File: config.mk
export PLATFORM = sky130hd
export DESIGN_NAME = rr_dispatcher
export DESIGN_NICKNAME = d
export VERILOG_FILES = /design/src/rtl/rr_dispatcher.sv
export SDC_FILE = /design/constraint.sdc
export NUM_CORES = 1
export LEC_CHECK = 0
export ABC_AREA = 1
export CAP_MARGIN = 5
export CORE_AREA = 3 3 61 69
export CTS_BUF_LIST = sky130_fd_sc_hd__clkbuf_2 sky130_fd_sc_hd__clkbuf_4 sky130_fd_sc_hd__clkbuf_8
export CTS_CLUSTER_DIAMETER = 120
export CTS_CLUSTER_SIZE = 8
export DETAILED_ROUTE_END_ITERATION = 8
export DIE_AREA = 0 0 64 72
export PLACE_DENSITY_LB_ADDON = 0.25
export SYNTH_ARGS = -nofsm -noshare
export SYNTH_HDL_FRONTEND = slang
export SYNTH_SLANG_ARGS = --single-unit
File: constraint.sdc
create_clock -name clk -period 7 [get_ports clk]
set_input_delay 1.05 -clock clk [delete_from_list [all_inputs] [get_ports clk]]
set_output_delay 1.05 -clock clk [all_outputs]
set_load 0.05 [all_outputs]
File: src/rtl/rr_dispatcher.sv
// -----------------------------------------------------------------------------
// rr_dispatcher
//
// Round-robin dispatcher: takes one valid/ready input stream and hands each
// accepted word to one of NUM_PORTS output slots in rotating order. This is the
// 1-to-N counterpart of the N-to-1 round-robin arbiter. Every output port owns
// a single registered slot. A port that cannot take a word this cycle is
// skipped and earns no credit for the skip.
//
// Parameters
//   NUM_PORTS  number of output ports (2..16, need not be a power of two)
//   DATA_W     payload width in bits
//
// Ports
//   clk           clock, all state updates on the rising edge
//   reset         asynchronous, active-high reset
//   in_valid_i    input word valid
//   in_data_i     input payload
//   in_ready_o    a word can be accepted this cycle (combinational)
//   out_valid_o   per-port slot valid (registered)
//   out_data_o    per-port payload, port i at [i*DATA_W +: DATA_W] (registered)
//   out_ready_i   per-port consumer ready
//   dispatch_o    one-hot target of this cycle's accept, zero if no accept
//   accept_cnt_o  per-port 16-bit saturating accept counters, port i at
//                 [i*16 +: 16]; present only when RR_DISPATCHER_STATS_EN is
//                 defined
//
// Optional build macro: RR_DISPATCHER_STATS_EN
// -----------------------------------------------------------------------------
module rr_dispatcher #(
    parameter int NUM_PORTS = 4,
    parameter int DATA_W    = 8
) (
    input  logic                          clk,
    input  logic                          reset,
    input  logic                          in_valid_i,
    input  logic [DATA_W-1:0]             in_data_i,
    output logic                          in_ready_o,
    output logic [NUM_PORTS-1:0]          out_valid_o,
    output logic [NUM_PORTS*DATA_W-1:0]   out_data_o,
    input  logic [NUM_PORTS-1:0]          out_ready_i,
    output logic [NUM_PORTS-1:0]          dispatch_o
`ifdef RR_DISPATCHER_STATS_EN
    ,
    output logic [NUM_PORTS*16-1:0]       accept_cnt_o
`endif
);

    localparam int PTR_W = (NUM_PORTS > 1) ? $clog2(NUM_PORTS) : 1;

    // Port count and last index in the widths used by the pointer arithmetic.
    localparam logic [PTR_W:0]   NP_EXT   = (PTR_W+1)'(NUM_PORTS);
    localparam logic [PTR_W-1:0] LAST_IDX = PTR_W'(NUM_PORTS - 1);

    // -------------------------------------------------------------------------
    // State
    // -------------------------------------------------------------------------
    logic [PTR_W-1:0]   r_ptr;
    logic [NUM_PORTS-1:0] r_slot_vld;
    logic [DATA_W-1:0]  r_slot_data [NUM_PORTS];

    // -------------------------------------------------------------------------
    // Target selection
    // -------------------------------------------------------------------------
    logic [NUM_PORTS-1:0]   w_avail;
    logic                   w_any_avail;
    logic [2*NUM_PORTS-1:0] w_avail_dbl;
    logic [NUM_PORTS-1:0]   w_avail_rot;
    logic [PTR_W-1:0]       w_off;
    logic [PTR_W:0]         w_sum;
    logic [PTR_W-1:0]       w_target;
    logic                   w_accept;
    logic [NUM_PORTS-1:0]   w_dispatch;
    logic [PTR_W-1:0]       w_ptr_nxt;

    // A slot can take a word when it is empty or is being drained this cycle.
    assign w_avail     = ~r_slot_vld | out_ready_i;
    assign w_any_avail = |w_avail;

    // Rotate the availability vector so that bit 0 corresponds to the port
    // under the pointer; the first set bit is then the scan distance.
    assign w_avail_dbl = {w_avail, w_avail};
    assign w_avail_rot = NUM_PORTS'(w_avail_dbl >> r_ptr);

    always_comb begin
        w_off = '0;
        // Descending scan so the lowest set bit wins.
        for (int k = NUM_PORTS - 1; k >= 0; k--) begin
            if (w_avail_rot[k]) begin
                w_off = PTR_W'(k);
            end
        end
    end

    // ptr + offset never exceeds 2*NUM_PORTS-2, so one conditional subtract
    // folds it back into range even for non-power-of-two port counts.
    assign w_sum    = {1'b0, r_ptr} + {1'b0, w_off};
    assign w_target = (w_sum >= NP_EXT) ? PTR_W'(w_sum - NP_EXT) : w_sum[PTR_W-1:0];

    // No word is taken while reset is held, whatever the input does.
    assign w_accept = in_valid_i & w_any_avail & ~reset;

    always_comb begin
        w_dispatch = '0;
        for (int i = 0; i < NUM_PORTS; i++) begin
            w_dispatch[i] = w_accept && (w_target == PTR_W'(i));
        end
    end

    assign w_ptr_nxt = (w_target == LAST_IDX) ? '0 : (w_target + PTR_W'(1));

    // -------------------------------------------------------------------------
    // Pointer register
    // -------------------------------------------------------------------------
    always_ff @(posedge clk or posedge reset) begin
        if (reset) begin
            r_ptr <= '0;
        end else if (w_accept) begin
            r_ptr <= w_ptr_nxt;
        end
    end

    // -------------------------------------------------------------------------
    // Output slots
    // -------------------------------------------------------------------------
    // A load wins over a drain on the same port, so a slot that is read and
    // refilled in one cycle stays valid with the new word (no bubble).
    always_ff @(posedge clk or posedge reset) begin
        if (reset) begin
            r_slot_vld <= '0;
            for (int i = 0; i < NUM_PORTS; i++) begin
                r_slot_data[i] <= '0;
            end
        end else begin
            for (int i = 0; i < NUM_PORTS; i++) begin
                if (w_dispatch[i]) begin
                    r_slot_vld[i]  <= 1'b1;
                    r_slot_data[i] <= in_data_i;
                end else if (out_ready_i[i]) begin
                    r_slot_vld[i]  <= 1'b0;
                end
            end
        end
    end

    // -------------------------------------------------------------------------
    // Outputs
    // -------------------------------------------------------------------------
    assign in_ready_o  = w_any_avail;
    assign out_valid_o = r_slot_vld;
    assign dispatch_o  = w_dispatch;

    always_comb begin
        out_data_o = '0;
        for (int i = 0; i < NUM_PORTS; i++) begin
            out_data_o[i*DATA_W +: DATA_W] = r_slot_data[i];
        end
    end

`ifdef RR_DISPATCHER_STATS_EN
    // -------------------------------------------------------------------------
    // Per-port accept statistics (saturating)
    // -------------------------------------------------------------------------
    logic [15:0] r_acc_cnt [NUM_PORTS];

    always_ff @(posedge clk or posedge reset) begin
        if (reset) begin
            for (int i = 0; i < NUM_PORTS; i++) begin
                r_acc_cnt[i] <= '0;
            end
        end else begin
            for (int i = 0; i < NUM_PORTS; i++) begin
                if (w_dispatch[i] && (r_acc_cnt[i] != 16'hFFFF)) begin
                    r_acc_cnt[i] <= r_acc_cnt[i] + 16'd1;
                end
            end
        end
    end

    always_comb begin
        accept_cnt_o = '0;
        for (int i = 0; i < NUM_PORTS; i++) begin
            accept_cnt_o[i*16 +: 16] = r_acc_cnt[i];
        end
    end
`else
    // Statistics disabled: no counters and no accept_cnt_o port in this build.
`endif

endmodule

# Word-level counts from Yosys, hierarchy flattened
# Cells that the tools add are included.
# word_totals
out_inout_bits	41
ff_bits	38
in_bits	15
wordCells	46
# op_classes
reduce_logical	10
add_sub_neg	3
n_lt_le_gt_ge	1
muxes	14
bitwise	5
n_shift	1
n_eq_ne	3
# ops
cell	n
2-bit two-way mux	6
1-bit two-way mux	8
2-bit nonzero test	4
8-bit by 2-bit >> shifter with 4-bit output	1
2-bit equality test (second input constant)	2
1-bit logical AND	4
4-bit NOT	1
4-bit bitwise OR	1
4-bit OR reduction	1
2-bit by 2-bit adder with 3-bit output	1
3-bit greater-or-equal comparator (second input constant)	1
2-bit by 1-bit adder with 2-bit output (second input constant)	1
1-bit bitwise AND	2
2-bit by 1-bit equality test with 1-bit output (second input constant)	1
2-bit zero test	1
2-bit by 1-bit subtractor with 2-bit output (second input constant)	1
1-bit NOT	1

# Depth between registers and ports, before layout
# Gate-level depths: netlist of run 1.
# logic_depth
word_depth	13
mapped_depth	16

# Worst setup path before layout of run 1
# OpenSTA, ideal clock, no wires.
# synth_path
path_kind	input port to output port
start	in reset
end	out dispatch_o[1]
required_ps	5950
stages	6
path_buffers	1
path_slack_ps	2946
t_arrival_ps	3004
cell_sequence	inv_1 -> nand3_2 -> inv_1 -> nand4_1 -> buf_2 -> inv_1
# synth_between
elab_chain_len	3
# synth_rtl
item	line_no	source
start: declaration	35	input logic reset,
1-bit NOT	101	assign w_accept = in_valid_i & w_any_avail & ~reset;
1-bit bitwise AND	101	
1-bit logical AND	106	w_dispatch[i] = w_accept && (w_target == PTR_W'(i));
end: declaration	42	output logic [NUM_PORTS-1:0] dispatch_o
# Every way passes these cells.

# Worst setup path after layout of run 1
# layout_path
start	in out_ready_i[1]
end	out dispatch_o[0]
# layout_between
elab_chain_len	11
elab_cells_between_ends	15
# layout_rtl
item	line_no	source
start: declaration	41	input logic [NUM_PORTS-1:0] out_ready_i,
4-bit bitwise OR *	77	assign w_avail = ~r_slot_vld | out_ready_i;
8-bit by 2-bit >> shifter with 4-bit output	83	assign w_avail_rot = NUM_PORTS'(w_avail_dbl >> r_ptr);
2-bit two-way mux (4 in series)	89	if (w_avail_rot[k]) begin
2-bit by 2-bit adder with 3-bit output	97	assign w_sum = {1'b0, r_ptr} + {1'b0, w_off};
3-bit greater-or-equal comparator / 2-bit by 1-bit subtractor with 2-bit output (equally long branches)	98	assign w_target = (w_sum >= NP_EXT) ? PTR_W'(w_sum - NP_EXT) : w_sum[PTR_W-1:0];
2-bit two-way mux	98	
2-bit zero test	106	
1-bit logical AND *	106	
# Mark *: on every way between the ends. The rest lies on a longest branch, timed or not.

==> results of run 1 <==
-- worst min-delay path by stage --
stage,end,cells past startpoint,startpoint,slack [ns]
after floorplan,r_ptr[1],3,r_ptr[1],0.61
after global placement,out_data_o[3],2,out_data_o[3],0.46
after detailed placement,out_data_o[27],2,out_data_o[27],0.46
after CTS,out_data_o[27],2,out_data_o[27],0.48
after global routing,out_data_o[3],2,out_data_o[3],0.50
final,out_data_o[27],2,out_data_o[27],0.47
-- state kept, by name (all words and copies together), names as in the netlist --
name	cells
out_data_o	32
out_valid_o	4
r_ptr	2
-- layout by cell type, fill, tap and decap left out, drive strengths merged --
cell type | synthesis | final
a31oi | 1 | 1
o21ai | 5 | 5
clkinv | 0 | 1
clkbuf | 2 | 7
nand4 | 10 | 10
clkdlybuf4s50 | 0 | 55
nand2 | 92 | 92
inv | 19 | 19
nand3 | 33 | 33
buf | 4 | 1
ha | 2 | 2
dfrtp | 38 | 38
nor2 | 9 | 9
xor2 | 1 | 1
-- worst register-to-register path: stages (launching register included) --
cell	delay, ns
dfrtp_1	0.48
inv_2	0.14
nand3_1	0.10
nand2_1	0.07
nand2_1	0.05
nand2_1	0.09
a31oi_1	0.08
nor2_1	0.15
ha_1	0.19
xor2_1	0.21
inv_1	0.08
nand3_2	0.10
nand4_1	0.39
nand2_1	0.18
nand2_1	0.07
-- per-stage QoR --
| stage | utilization (%) | hold slack (ns) | area [um^2] |
|---|---|---|---|
| CTS | 69.2 | 0.479 | 2490 |
| detailed placement | 66.5 | 0.460 | 2390 |
| global route | 69.2 | 0.500 | 2490 |
| global placement | 66.5 | 0.456 | 2390 |
| finish | 69.2 | 0.474 | 2490 |
| floorplan | - | 0.610 | 1830 |
-- kinds of logic (layout without fill, tap and decap cells) --
logic type,count (synthesis),after routing
buf+inv,25,83
compound gates,6,6
flops,38,38
xor+xnor,1,1
fa+ha+maj,2,2
simple gates,144,144
-- cell type report --
type                       instances  area share (%)
inverter                          19            2.87
sequential                        38            38.2
clock buffer                       7            3.62
tap                               50            2.51
clock inverter                     1           0.201
timing repair buffer              56            22.4
multi-input combinational        153            30.2
-- routing by layer --
layer | up-vias | global-route usage [%] | routed length, um
met1 | 766 | 28.5 | 1970
met4 | 0 | 5.04 | 43
met5 | - | 0 | 0
li1 | 809 | - | -
met3 | 4 | 6.35 | 314
met2 | 44 | 33.0 | 2100
==> flow_metrics.tcl, run 1 <==
set metrics [dict create \
    path_delay_family "buffers and inverters" \
    fin_crit_sh_pct 73.4 \
    crit_path_start_kind "input port" \
    firstDrtPassIters 4 \
    worstSetupEndpoint "dispatch_o[0]" \
    worstSkewPairLatency_ns 0.29 \
    synth_top_area_cell "dfrtp_1" \
    synth.most_common_cell "nand2_1" \
    syn_avg_cell_area_um2 8.46 \
    r2r_setup_slack_ns 4.51 \
    core_area_mm2 0.00360 \
    synthSimpleGateAreaFrac_pct 37.5 \
    port_buffers 55 \
    multiInputGateArea_um2 751 \
    track_usage_pct 20.9 \
    dpl.cell_count 316 \
    crit_path_max_incr_delay_ns 0.80 \
    cts_root_buf "clkbuf_8" \
    drtIter0Drc 118 \
    ys_ff_latch 38 \
    critPathMaxFanout 13 \
    critPathSlowestCell "clkdlybuf4s50_1" \
    setup_viol_count_final 0 \
    cts.sinks 38 \
    wl_per_cell_um 13.7 \
    n_antenna_cell 0 \
    worstPathCellList "clkdlybuf4s50_1 > inv_1 > nand3_1 > nand2_1 > nand2_1 > nand2_1 > a31oi_1 > nor2_1 > ha_1 > xor2_1 > inv_1 > nand3_2 > nand2_4 > inv_2 > nand2_2 > inv_1 > clkdlybuf4s50_1" \
    relSlewSlack_pct 65.1 \
    path_depth 17 \
    synth_top_flop_cell "dfrtp_1" \
    synth_edf_count 0 \
    end_kind "primary output" \
    die_area_mm2 0.00461 \
    rsz0062_at_grt "false" \
    status "finished, final reports clean" \
    worst-path-buf-inv 6 \
    io_pins 56 \
    cts_buffers 5 \
    via_per_inst 5.01 \
    crit_type "in2out" \
    ctsHoldBuffers 0 \
    htree_num_levels 2 \
    dp_hpwl_um 3200 \
    synth-seq-area-share_pct 52.1 \
    hold_viol_final 0 \
    synth_top_cells_by_count "87 x nand2_1, 38 x dfrtp_1, 29 x nand3_1" \
    synthAdderAreaFrac_pct 1.37 \
    antenna_found_initial 0 \
    synth_compound_area_share_pct 1.71 \
    synth.distinct_cells 23 \
    r2r_start "r_ptr[0]" \
    syn-cell-area_mm2 0.00183 \
    fin_crit_ns 5.14 \
    gr-total-overflow 0 \
    slew_viol_final 0 \
    crit_required_ns 5.95 \
    cts_buffer_depth 2 \
    grt_pass1_vias 1530 \
    post_cts_resized 0 \
    yosysTopAreaCellShare_pct 52.1 \
    crit_arrival_ns 4.09 \
    grt_max_degree 39 \
    place.gp.congestion 0.923 \
    final_nets 290 \
    rows 23 \
    ys_warn_count 0 \
    die_h_um 72 \
    nFillCells 307 \
    fmaxAchievable_ghz 0.195 \
    syn_to_final_growth_pct 36.2 \
    final.setup.worst_slack_ns 1.86 \
    post_cts_buffers 0 \
    syn_inst 216 \
    antenna_left 0 \
    r2r_end "out_data_o[9]" \
    drive_gt1_share_pct 9.85 \
    synth-xor-area-share_pct 0.479 \
    tightest_slew_ns 0.522 \
    routed_wl_um 4440 \
    dp_slack_ns 1.88 \
    vias 1623 \
    yosys-top-cells-area "dfrtp_1 52%, nand2_1 18%, nand3_1 7.9%" \
    final_cells 324 \
    synth_top_family_by_area "simple AND/OR/NAND/NOR gates" \
    muxShareOfSynthArea_pct 0 \
    clkTransAtPathRegs_ns 0.07 \
    syn-num-nets 233 \
    hp-class "reg2reg" \
    tns_ns 0 \
    drc 0 \
    ff_latch_area_um2 951 \
    grt_pass1_wl_um 7430 \
    crit_path_start "out_ready_i[1]" \
    reg2reg_depth 14 \
    maxCapViolCount 0 \
    clock-skew-final_ns 0.0116 \
    tritoncts "built" \
    start_util_pct 50.8 \
    die_w_um 64 \
    async_flop_share_pct 100 \
]
Power of run 1 is not shown: default switching activity piles up to over one toggle a cycle in this logic, so the estimate is an artifact.
==> run 2, diff against run 1 <==
--- a/config.mk
+++ b/config.mk
@@ -7,12 +7,12 @@
 export LEC_CHECK = 0
 export ABC_AREA = 1
 export CAP_MARGIN = 5
-export CORE_AREA = 3 3 61 69
+export CORE_AREA = 3 3 67 75
 export CTS_BUF_LIST = sky130_fd_sc_hd__clkbuf_2 sky130_fd_sc_hd__clkbuf_4 sky130_fd_sc_hd__clkbuf_8
 export CTS_CLUSTER_DIAMETER = 120
 export CTS_CLUSTER_SIZE = 8
 export DETAILED_ROUTE_END_ITERATION = 8
-export DIE_AREA = 0 0 64 72
+export DIE_AREA = 0 0 70 78
 export PLACE_DENSITY_LB_ADDON = 0.25
 export SYNTH_ARGS = -nofsm -noshare
 export SYNTH_HDL_FRONTEND = slang
==> constraint.sdc (replaced) <==
create_clock -name clk -period 4.5 [get_ports clk]
set_input_delay 0.675 -clock clk [delete_from_list [all_inputs] [get_ports clk]]
set_output_delay 0.675 -clock clk [all_outputs]
set_load 0.05 [all_outputs]
==> flow_metrics.tcl, run 2 (same netlist as run 1, synthesis figures left out) <==
set metrics [dict create \
    antenna_left 0 \
    critPathMaxFanout 13 \
    maxCapViolCount 0 \
    multiInputGateArea_um2 751 \
    hp-class "reg2reg" \
    n_antenna_cell 0 \
    clkTransAtPathRegs_ns 0.07 \
    crit_type "in2out" \
    layout_common_cells "87 x nand2_1, 51 x clkdlybuf4s50_1, 38 x dfrtp_1" \
    end_kind "primary output" \
    start_util_pct 42.3 \
    whs_ns 0.474 \
    crit_required_ns 3.83 \
    drtIter0Drc 72 \
    place.gp.congestion 0.776 \
    worstPathCellList "clkdlybuf4s50_1 > inv_1 > nand3_1 > nand2_1 > nand2_1 > nand2_1 > a31oi_1 > nor2_1 > ha_1 > xor2_1 > inv_1 > nand3_2 > nand2_4 > inv_2 > nand2_2 > inv_1 > buf_12" \
    cts_buffers 5 \
    grt_busiest_layer "met2" \
    cts_buffer_depth 2 \
    hold_viol_final 0 \
    crit_path_max_incr_delay_ns 0.45 \
    crit_arrival_ns 3.09 \
    vias 1603 \
    die_w_um 70 \
    htree_num_levels 2 \
    core_area_mm2 0.00432 \
    ff_latch_area_um2 951 \
    met1_usage_pct 24.9 \
    rows 25 \
    io_pins 56 \
    nFillCells 413 \
    use_met2_pct 28.5 \
    port_buffers 55 \
    fin_crit_ns 3.76 \
    relSlewSlack_pct 65.4 \
    final_common_cell "nand2_1" \
    die_area_mm2 0.00546 \
    status "finished, final reports clean" \
    ctsHoldBuffers 0 \
    fmaxAchievable_ghz 0.266 \
    grt_pass1_vias 1606 \
    tightest_slew_ns 0.518 \
    die_h_um 78 \
    largest_reg_flops 32 \
    syn_to_final_growth_pct 39.1 \
    slew_viol_final 0 \
    final_nets 291 \
    rsz0062_at_grt "false" \
    fin_crit_sh_pct 83.6 \
    wl_per_cell_um 13.8 \
    drc 0 \
    via_per_inst 4.87 \
    critPathSlowestCell "clkdlybuf4s50_1" \
    grt_pass1_wl_um 7810 \
    post_cts_buffers 0 \
    grt_max_degree 39 \
    worstSkewPairLatency_ns 0.29 \
    setup_viol_count_final 0 \
    use_met3_pct 4.02 \
    gr-total-overflow 0 \
    clock-skew-final_ns 0.00346 \
    drive_gt1_share_pct 11.6 \
    firstDrtPassIters 4 \
    antenna_found_initial 0 \
    post_cts_resized 0 \
    cts.sinks 38 \
    cts_root_buf "clkbuf_8" \
    tritoncts "built" \
    tns_ns 0 \
    track_usage_pct 18.3 \
    routed_wl_um 4530 \
    dp_hpwl_um 3250 \
    crit_path_start_kind "input port" \
]
-- run 2: changes by cell type in the layout (fill, tap and decap cells not counted) --
| cell | before | now |
|---|---|---|
| buf_12 | 0 | 4 |
| clkdlybuf4s50_1 | 55 | 51 |
| buf_4 | 1 | 2 |
-- run 2: layout make-up --
cell class | instances | area share (%)
flip-flops and latches | 38 | 37.4
clock buffers | 7 | 3.55
well taps | 54 | 2.66
inverters | 19 | 2.81
clock inverters | 1 | 0.197
repair buffers | 57 | 23.8
multi-input cells | 153 | 29.5
-- run 2: worst paths after layout --
check | startpoint | to | slack (ns) | cells after the start
hold reg to reg | out_data_o[27] | out_data_o[27] | 0.47 | 2
setup / recovery | out_ready_i[1] | dispatch_o[0] | 0.74 | 17
max in group asynchronous | reset | out_data_o[23] | 3.23 | 3
hold / removal | out_data_o[27] | out_data_o[27] | 0.47 | 2
min in group asynchronous | reset | out_data_o[21] | 0.92 | 3
setup reg to reg | r_ptr[0] | out_data_o[7] | 2.05 | 16
-- run 2: through the flow --
stage / setup slack, ns / cell area, um^2 / cells / utilization [%]
detailed placement: 0.727 / 2450 / 321 / 56.7
CTS: 0.713 / 2540 / 329 / 58.9
finish: 0.738 / 2540 / 329 / 58.9
global placement: 0.811 / 2450 / 321 / 56.7
global route: 0.476 / 2540 / 329 / 58.9
floorplan: 1.20 / 1830 / 216 / -
-- run 2: per-layer routing --
layer  up-vias  share of wire, %
met5         -                 0
met4         0               1.2
met3         6               5.1
met2        45                47
met1       746                47
li1        806                 -
-- run 2: worst max-delay path, delay by kind of cell --
family                     cells  cell delay, ns
AOI/OAI and AO/OA              1            0.08
xor gates and xnor gates       1            0.21
adders and majority gates      1            0.19
buffers and inverters          6            1.06
and+or+nand+nor                8            0.86
Power of run 2 is left out for the same reason.
==> run 3, diff against run 2 <==
--- a/config.mk
+++ b/config.mk
@@ -7,12 +7,12 @@
 export LEC_CHECK = 0
 export ABC_AREA = 1
 export CAP_MARGIN = 5
-export CORE_AREA = 3 3 67 75
+export CORE_AREA = 3 3 63 71
 export CTS_BUF_LIST = sky130_fd_sc_hd__clkbuf_2 sky130_fd_sc_hd__clkbuf_4 sky130_fd_sc_hd__clkbuf_8
 export CTS_CLUSTER_DIAMETER = 120
 export CTS_CLUSTER_SIZE = 8
 export DETAILED_ROUTE_END_ITERATION = 8
-export DIE_AREA = 0 0 70 78
+export DIE_AREA = 0 0 66 74
 export PLACE_DENSITY_LB_ADDON = 0.25
 export SYNTH_ARGS = -nofsm -noshare
 export SYNTH_HDL_FRONTEND = slang
==> constraint.sdc (replaced) <==
create_clock -name clk -period 3.6 [get_ports clk]
set_input_delay 0.54 -clock clk [delete_from_list [all_inputs] [get_ports clk]]
set_output_delay 0.54 -clock clk [all_outputs]
set_load 0.05 [all_outputs]
==> flow_metrics.tcl, run 3 (same netlist as run 1, synthesis figures left out) <==
set metrics [dict create \
    status "finished, final reports clean" \
    cts_root_buf "clkbuf_8" \
    core_area_mm2 0.00387 \
    setup_viol_count_final 0 \
    dp_slack_ns 0.215 \
    hold_viol_final 0 \
    cts.sinks 38 \
    wl_per_cell_um 13.8 \
    grt_pass1_vias 1535 \
    gr-total-overflow 0 \
    firstDrtPassIters 4 \
    use_met3_pct 5.74 \
    die_h_um 74 \
    grt_max_degree 39 \
    critPathMaxFanout 13 \
    tritoncts "built" \
    clkTransAtPathRegs_ns 0.07 \
    dpl.cell_count 321 \
    final_nets 293 \
    fmaxAchievable_ghz 0.297 \
    hp-class "reg2reg" \
    die_w_um 66 \
    htree_num_levels 2 \
    drive_gt1_share_pct 12.3 \
    crit_type "in2out" \
    met1_usage_pct 27.5 \
    clock-skew-final_ns 0.00833 \
    drtIter0Drc 74 \
    crit_required_ns 3.06 \
    cts_buffer_depth 2 \
    track_usage_pct 20.0 \
    final_cells 329 \
    tightest_slew_ns 0.538 \
    start_util_pct 47.2 \
    grt_busiest_layer "met2" \
    port_buffers 55 \
    tns_ns 0 \
    worstSkewPairLatency_ns 0.29 \
    antenna_left 0 \
    fin_crit_ns 3.37 \
    use_met2_pct 31.2 \
    end_kind "primary output" \
    n_antenna_cell 0 \
    final.setup.worst_slack_ns 0.230 \
    ctsHoldBuffers 0 \
    slew_viol_final 0 \
    relSlewSlack_pct 64.0 \
    rsz0062_at_grt "false" \
    largest_reg_flops 32 \
    rows 24 \
    crit_path_start_kind "input port" \
    place.gp.congestion 0.770 \
    cts_buffers 5 \
    routed_wl_um 4550 \
    final_core_util_pct 66.3 \
    maxCapViolCount 0 \
    syn_to_final_growth_pct 40.7 \
    crit_arrival_ns 2.83 \
    via_per_inst 5.02 \
    vias 1652 \
    die_area_mm2 0.00488 \
    fin_crit_sh_pct 93.6 \
    drc 0 \
    layout_common_cells "87 x nand2_1, 51 x clkdlybuf4s50_1, 38 x dfrtp_1" \
    dp_hpwl_um 3330 \
    grt_pass1_wl_um 7320 \
    io_pins 56 \
    antenna_found_initial 0 \
    final_common_cell "nand2_1" \
]
run 3: changes by cell type in the layout (fill, tap and decap cells not counted):
cell / change
buf_4: +2
bufinv_16: +1
clkbuf_4: -1
clkbuf_8: -1
clkinv_2: +1
inv_2: -1
inv_4: +1
run 3: final timing paths:
check	start	endpoint	slack (ns)	cells after the start
max in group asynchronous	reset	out_data_o[16]	2.48	3
setup reg to reg	r_ptr[0]	out_data_o[3]	1.08	17
hold / removal	out_data_o[5]	out_data_o[5]	0.48	2
setup / recovery	out_ready_i[2]	dispatch_o[2]	0.23	16
min in group asynchronous	reset	out_data_o[29]	0.78	3
hold reg to reg	out_data_o[5]	out_data_o[5]	0.48	2
run 3: worst max-delay path, cell delays in order:
cell	delay, ns
clkdlybuf4s50_1	0.52
inv_1	0.07
nand3_1	0.10
nand2_1	0.06
nand2_1	0.05
nand2_1	0.07
a31oi_1	0.14
nor2_1	0.08
ha_1	0.21
xor2_1	0.16
inv_1	0.08
nand3_2	0.10
nand2_4	0.20
nand2_4	0.13
inv_2	0.16
buf_12	0.16
run 3: cell type report:
cell class / count / area [um^2]
fillers: 328 / 1300
flip-flops and latches: 38 / 951
multi-input cells: 153 / 751
repair buffers: 59 / 621
inverters: 19 / 73.8
clock buffers: 5 / 68.8
well taps: 52 / 65.1
clock inverters: 3 / 40.0
run 3: through the flow:
stage / hold slack [ns] / cell area (um^2)
floorplan: 0.610 / 1830
global placement: 0.453 / 2460
detailed placement: 0.459 / 2460
CTS: 0.477 / 2570
global route: 0.497 / 2570
finish: 0.477 / 2570
run 3: timing repair:
| action | CTS | global route |
|---|---|---|
| endpoints found under the setup margin | 0 | 1 |
| gates resized for setup | 0 | 1 |
| buffers inserted | 0 | 0 |
run 3: per-layer routing:
| layer | up-vias | routed length (um) |
|---|---|---|
| li1 | 806 | - |
| met5 | - | 0 |
| met2 | 51 | 2120 |
| met4 | 0 | 57 |
| met1 | 786 | 2070 |
| met3 | 9 | 298 |
Power of run 3 is left out for the same reason.
